==> config.mk <==
export PLATFORM = sky130hd
export DESIGN_NAME = reg_wb_queue_flat
export DESIGN_NICKNAME = d
export VERILOG_FILES = /design/src/rtl/reg_wb_queue_if.sv /design/src/rtl/reg_wb_queue.sv /design/src/flat_wrapper.sv
export SDC_FILE = /design/constraint.sdc
export NUM_CORES = 1
export LEC_CHECK = 0
export ABC_AREA = 1
export BUFFER_PORTS_ARGS = -buffer_cell sky130_fd_sc_hd__clkbuf_2
export CAP_MARGIN = 20
export CORE_MARGIN = 3
export CORE_UTILIZATION = 40
export CTS_CLUSTER_DIAMETER = 120
export DETAILED_ROUTE_END_ITERATION = 10
export PLACE_DENSITY = 0.69
export SKIP_LAST_GASP = 1
export SLEW_MARGIN = 20
export SYNTH_ARGS = -nofsm -noshare
export SYNTH_HDL_FRONTEND = slang
export SYNTH_SLANG_ARGS = --single-unit
==> constraint.sdc <==
create_clock -name CLK -period 4.29 [get_ports CLK]
set_clock_uncertainty 0.2 [all_clocks]
set_input_delay 0.2145 -clock CLK [delete_from_list [all_inputs] [get_ports CLK]]
set_output_delay 0.2145 -clock CLK [all_outputs]
set_load 0.05 [all_outputs]
==> src/rtl/reg_wb_queue_if.sv <==
// Bundle of the write-back queue's producer, register-file and lookup signals.
// master: the surrounding pipeline (drives requests, lookup, flush).
// slave:  the queue itself.
interface reg_wb_queue_if #(
  parameter int AW = 2
);
  logic        flush;
  logic        in_valid;
  logic        in_ready;
  logic [4:0]  in_reg;
  logic [31:0] in_data;
  logic        wr_en;
  logic [4:0]  wr_reg;
  logic [31:0] wr_data;
  logic [4:0]  lk_reg;
  logic        lk_hit;
  logic [31:0] lk_data;
  logic [AW:0] count;

  modport master (
    output flush, in_valid, in_reg, in_data, lk_reg,
    input  in_ready, wr_en, wr_reg, wr_data, lk_hit, lk_data, count
  );

  modport slave (
    input  flush, in_valid, in_reg, in_data, lk_reg,
    output in_ready, wr_en, wr_reg, wr_data, lk_hit, lk_data, count
  );
endinterface

==> src/rtl/reg_wb_queue.sv <==
// Write-back queue in front of the register file's single write port.
// Requests from variable-latency producers are queued and retired one per
// cycle, oldest first. The head entry is presented combinationally from
// registered state so it is stable across the register file's negedge write.
// A lookup port returns the youngest pending value for a given register.
module reg_wb_queue #(
  parameter int DEPTH = 4,
  parameter int AW    = 2
) (
  input  logic           CLK,
  input  logic           Reset,
  reg_wb_queue_if.slave  bus
);

  typedef struct packed {
    logic [4:0]  dst;
    logic [31:0] data;
  } entry_t;

  entry_t        mem [DEPTH];
  logic [AW-1:0] rd_ptr;
  logic [AW-1:0] wr_ptr;
  logic [AW:0]   cnt;

  logic empty;
  logic full;
  logic push;
  logic push_enq;
  logic pop;

  assign empty = (cnt == '0);
  assign full  = (cnt == (AW+1)'(DEPTH));

  // A $0 request completes its handshake but is never stored.
  assign push     = bus.in_valid && !full && !bus.flush;
  assign push_enq = push && (bus.in_reg != 5'd0);
  // The register file always accepts, so any valid head retires each cycle.
  assign pop      = !empty && !bus.flush;

  assign bus.in_ready = !full;
  assign bus.count    = cnt;

  // Pointer and occupancy update; flush takes priority over push and pop.
  // NOTE: state registers use non-blocking assignments so every flop samples
  // pre-edge values, independent of block ordering.
  always_ff @(posedge CLK or negedge Reset) begin
    if (!Reset) begin
      rd_ptr <= '0;
      wr_ptr <= '0;
      cnt    <= '0;
    end else if (bus.flush) begin
      rd_ptr <= '0;
      wr_ptr <= '0;
      cnt    <= '0;
    end else begin
      if (push_enq) wr_ptr <= wr_ptr + 1'b1;
      if (pop)      rd_ptr <= rd_ptr + 1'b1;
      cnt <= cnt + (AW+1)'(push_enq) - (AW+1)'(pop);
    end
  end

  // Entry storage write at the tail.
  // NOTE: the entry array is deliberately not reset; validity is tracked
  // solely by the pointers and count, so stale contents are never observed.
  always_ff @(posedge CLK) begin
    if (push_enq) begin
      mem[wr_ptr] <= '{dst: bus.in_reg, data: bus.in_data};
    end
  end

  // Head entry drives the register file port; zeros while empty.
  assign bus.wr_en   = !empty;
  assign bus.wr_reg  = empty ? 5'd0  : mem[rd_ptr].dst;
  assign bus.wr_data = empty ? 32'd0 : mem[rd_ptr].data;

  // Lookup: walk valid entries oldest to youngest so the last match wins.
  always_comb begin
    logic [AW-1:0] idx;
    // NOTE: every output gets a default before the loop so no latch is
    // inferred when nothing matches.
    bus.lk_hit  = 1'b0;
    bus.lk_data = 32'd0;
    idx         = rd_ptr;
    for (int i = 0; i < DEPTH; i++) begin
      idx = rd_ptr + AW'(i);
      if (((AW+1)'(i) < cnt) && (bus.lk_reg != 5'd0) &&
          (mem[idx].dst == bus.lk_reg)) begin
        bus.lk_hit  = 1'b1;
        bus.lk_data = mem[idx].data;
      end
    end
  end

endmodule

==> src/flat_wrapper.sv <==
// flat-port wrapper written by rule: the top's interface ports become plain ports
module reg_wb_queue_flat 
#(
  parameter int DEPTH = 4,
  parameter int AW    = 2
)
  (CLK, Reset, bus_flush, bus_in_valid, bus_in_reg, bus_in_data, bus_lk_reg, bus_in_ready, bus_wr_en, bus_wr_reg, bus_wr_data, bus_lk_hit, bus_lk_data, bus_count);
  reg_wb_queue_if #(.AW(AW)) bus_i ();
  input  logic CLK;
  input  logic Reset;
  input wire logic [$bits(bus_i.flush)-1:0] bus_flush;
  input wire logic [$bits(bus_i.in_valid)-1:0] bus_in_valid;
  input wire logic [$bits(bus_i.in_reg)-1:0] bus_in_reg;
  input wire logic [$bits(bus_i.in_data)-1:0] bus_in_data;
  input wire logic [$bits(bus_i.lk_reg)-1:0] bus_lk_reg;
  output wire logic [$bits(bus_i.in_ready)-1:0] bus_in_ready;
  output wire logic [$bits(bus_i.wr_en)-1:0] bus_wr_en;
  output wire logic [$bits(bus_i.wr_reg)-1:0] bus_wr_reg;
  output wire logic [$bits(bus_i.wr_data)-1:0] bus_wr_data;
  output wire logic [$bits(bus_i.lk_hit)-1:0] bus_lk_hit;
  output wire logic [$bits(bus_i.lk_data)-1:0] bus_lk_data;
  output wire logic [$bits(bus_i.count)-1:0] bus_count;
  assign bus_i.flush = bus_flush;
  assign bus_i.in_valid = bus_in_valid;
  assign bus_i.in_reg = bus_in_reg;
  assign bus_i.in_data = bus_in_data;
  assign bus_i.lk_reg = bus_lk_reg;
  assign bus_in_ready = bus_i.in_ready;
  assign bus_wr_en = bus_i.wr_en;
  assign bus_wr_reg = bus_i.wr_reg;
  assign bus_wr_data = bus_i.wr_data;
  assign bus_lk_hit = bus_i.lk_hit;
  assign bus_lk_data = bus_i.lk_data;
  assign bus_count = bus_i.count;
  reg_wb_queue #(.DEPTH(DEPTH), .AW(AW)) u_core (.CLK(CLK), .Reset(Reset), .bus(bus_i));
endmodule
==> results.json <==
{
  "worst_setup_path_start_kind": "register",
  "worst_pin_slew_ns": 0.684,
  "layout_commonest_cell": "nand2_1",
  "p_per_area_mw_per_mm2": 741,
  "synth_area_per_cell_um2": 6.82,
  "ys_ff_latch": 155,
  "antenna_found_initial": 0,
  "path_class": "register to output port",
  "cp_slowest_stage_delay_ns": 0.69,
  "fmax_mhz": 256,
  "coreArea_mm2": 0.0254,
  "rsz0062_at_grt": "yes",
  "yosys_warnings": 0,
  "grt_first_pass_wirelength_mm": 46.5,
  "maxSlewHeadroom_pct": 54.4,
  "drtPass1Iterations": 5,
  "grt_overflow": 0,
  "port-buffer-count": 120,
  "postCtsSetupBuffers": 0,
  "num-fill-cells": 2509,
  "synthesis.area_mm2": 0.0104,
  "worstPathArrival_ns": 3.50,
  "maxCapViolations": 0,
  "fin_crit_sh_pct": 91.2,
  "initial_core_util_pct": 41.0,
  "period_minus_slack_ns": 3.91,
  "cp_top_family": "buffers and inverters",
  "worst_path_max_delay_cell": "dfrtp_4",
  "synth_edf_count": 148,
  "r2r_start": "u_core.bus.count[1]",
  "grt_pass1_vias": 9531,
  "ir_worst_vdd_mv": 0.563,
  "ys.flop_type": "edfxtp_1",
  "route.final.wire_length_mm": 27.8,
  "placed_cell_area_mm2": 0.0114,
  "post-place-cells": 1908,
  "cts_max_level": 4,
  "synth_cells": 1527,
  "via_count": 9856,
  "final_layout_size_suffix_gt1_share_pct": 11.5,
  "reg2reg_setup_slack_ns": 1.50,
  "n_antenna_cell": 0,
  "status": "finished, final reports clean",
  "hold_depth": 4,
  "cts.clk_slew.worst_paths_ns": 0.07,
  "cts_buffers": 17,
  "hpwl_mm": 18.2,
  "synth_cell_types": 25,
  "final_util_pct": 48.7,
  "wl_per_cell_um": 14.0,
  "root_buffer": "clkbuf_16",
  "area_delta_synth_final_pct": 18.8,
  "p_leak_nw": 5.79,
  "grt_max_degree": 71,
  "stdcell_count": 1980,
  "io-pin-count": 121,
  "finalHoldViolations": 0,
  "async_flop_share_pct": 4.52,
  "hp-start": "bus_in_valid",
  "reg2reg_depth": 12,
  "crit_buf_inv": 4,
  "worstHoldPathType": "input pin to register",
  "cts_sinks": 155,
  "worstReg2RegEnd": "u_core.bus.count[2]",
  "rows": 58,
  "finalNetCount": 1692,
  "first_iter_violations": 849,
  "vias_per_cell": 4.98,
  "dieWidth_um": 167,
  "routabilityCongestion": 0.860,
  "drv_slew": 0,
  "die_h_um": 167,
  "whs_endpoint": "u_core.wr_ptr[1]",
  "ys_seq_area_share_pct": 44.4,
  "worst_path_most_repeated_cell": "nand2_1",
  "crit_path_cell_trace": "buf_6, buf_6, nand2_1, nand2_1, nand2_1, a21oi_1, nor2_1, nand3_2, buf_4, nor2_1, nor2_1, nand2_1, nand2_1, nand2_1, clkbuf_2",
  "clockBufferDepth": 2,
  "drc_errors": 0,
  "grtUsageTotal_pct": 20.3,
  "setup_violations": 0,
  "cp_max_fo": 65,
  "mostFrequentLayoutCells": "nand2_1 (559), o21ai_0 (242), nor2_1 (216), inv_1 (164), edfxtp_1 (148)",
  "end_kind": "output port",
  "syn_nets": 1582,
  "final_antenna_net_count": 0,
  "cts_tree": "built",
  "crit_required_ns": 3.88,
  "clock_latency_ns": 0.43,
  "fp.dieArea_mm2": 0.0280,
  "final_area_mm2": 0.0124
}
[sequential cells by signal (all words and copies together) (netlist names)]
signal,cells
u_core.rd_ptr,2
u_core.mem,148
u_core.wr_ptr,2
u_core.bus.count,3
[routing by layer]
metal	vias up	global-route usage (%)	share of wire [%]
met5	-	0	0
met4	0	7.65	2.4
met3	54	3.42	5.4
met2	289	34.7	47
met1	4463	25.8	45
li1	5050	-	-
[worst reg2reg max path: cells and delay by family, from the launching register on]
kind / cells / cell delay, ns
AOI/OAI and AO/OA: 2 / 0.23
DFF: 1 / 0.46
buffers and inverters: 4 / 0.59
and+or+nand+nor: 3 / 0.41
adders and majority gates: 3 / 0.81
[final cells by class]
| class | instances | area (um^2) | share of cell area [%] |
|---|---|---|---|
| tap | 330 | 413 | 3.34 |
| clock inverter | 15 | 156 | 1.26 |
| clock buffer | 17 | 425 | 3.44 |
| multi-input combinational | 1112 | 4750 | 38.4 |
| sequential | 155 | 4620 | 37.4 |
| timing repair buffer | 184 | 1370 | 11.1 |
| inverter | 167 | 632 | 5.11 |
[worst max path at each step]
| stage | slack (ns) | from | end | cells past startpoint |
|---|---|---|---|---|
| 2_1_floorplan | 0.38 | u_core.bus.count[1] | u_core.mem[0][0] | 6 |
| 3_3_place_gp | 0.62 | u_core.rd_ptr[0] | bus_lk_data[22] | 16 |
| 3_5_place_dp | 0.59 | u_core.rd_ptr[0] | bus_lk_data[14] | 15 |
| 4_1_cts | 0.13 | u_core.rd_ptr[0] | bus_lk_data[27] | 15 |
| 5_1_grt | -0.009 | u_core.rd_ptr[0] | bus_lk_data[20] | 16 |
| 6_report | 0.38 | u_core.rd_ptr[0] | bus_lk_data[14] | 15 |
[cells by family (layout without fill, tap and decap cells)]
group / count (synthesis) / after routing / synth area share, %
flops: 155 / 155 / 44.4
compound gates: 276 / 276 / 13.4
buf+inv: 260 / 383 / 10.7
fa+ha+maj: 9 / 9 / 1.15
simple gates: 827 / 827 / 30.5
[where the power goes]
group,internal [mW],total (mW),switching [mW]
logic,1.46,5.77,4.32
registers,1.78,1.91,0.126
clock network,0.822,1.48,0.656
total,4.06,9.16,5.10
[cells in the mapped netlist, types with 3 or more instances]
library cell	n	share of area (%)
nand2_1	560	20
buf_6	8	0.87
o21ai_1	26	1.2
buf_1	10	0.36
inv_1	165	5.9
o21ai_0	242	12
buf_4	10	0.72
ha_1	8	0.96
edfxtp_1	148	43
dfrtp_1	7	1.7
clkbuf_1	36	1.3
nor2_1	220	7.9
o211ai_1	3	0.22
buf_2	29	1.4
nand3_1	41	2.0
a21oi_1	3	0.14
[what timing repair did]
action	in CTS	in global routing
endpoints found under the hold margin	162	0
gates resized for setup	0	7
endpoints found under the setup margin	0	33
hold buffers	40	0
[stage by stage]
step / hold WS (ns) / power, mW / setup TNS [ns] / worst slack (ns)
4_1_cts: 0.0650 / 9.18 / 0 / 0.126
3_5_place_dp: -0.129 / 7.67 / 0 / 0.589
6_report: 0.0871 / 9.16 / 0 / 0.378
2_1_floorplan: -0.281 / 6.32 / 0 / 0.383
5_1_grt: 0.0830 / 9.93 / -0.00907 / -0.00907
3_3_place_gp: -0.130 / 7.59 / 0 / 0.619
Power figures use the tool's default switching activity.
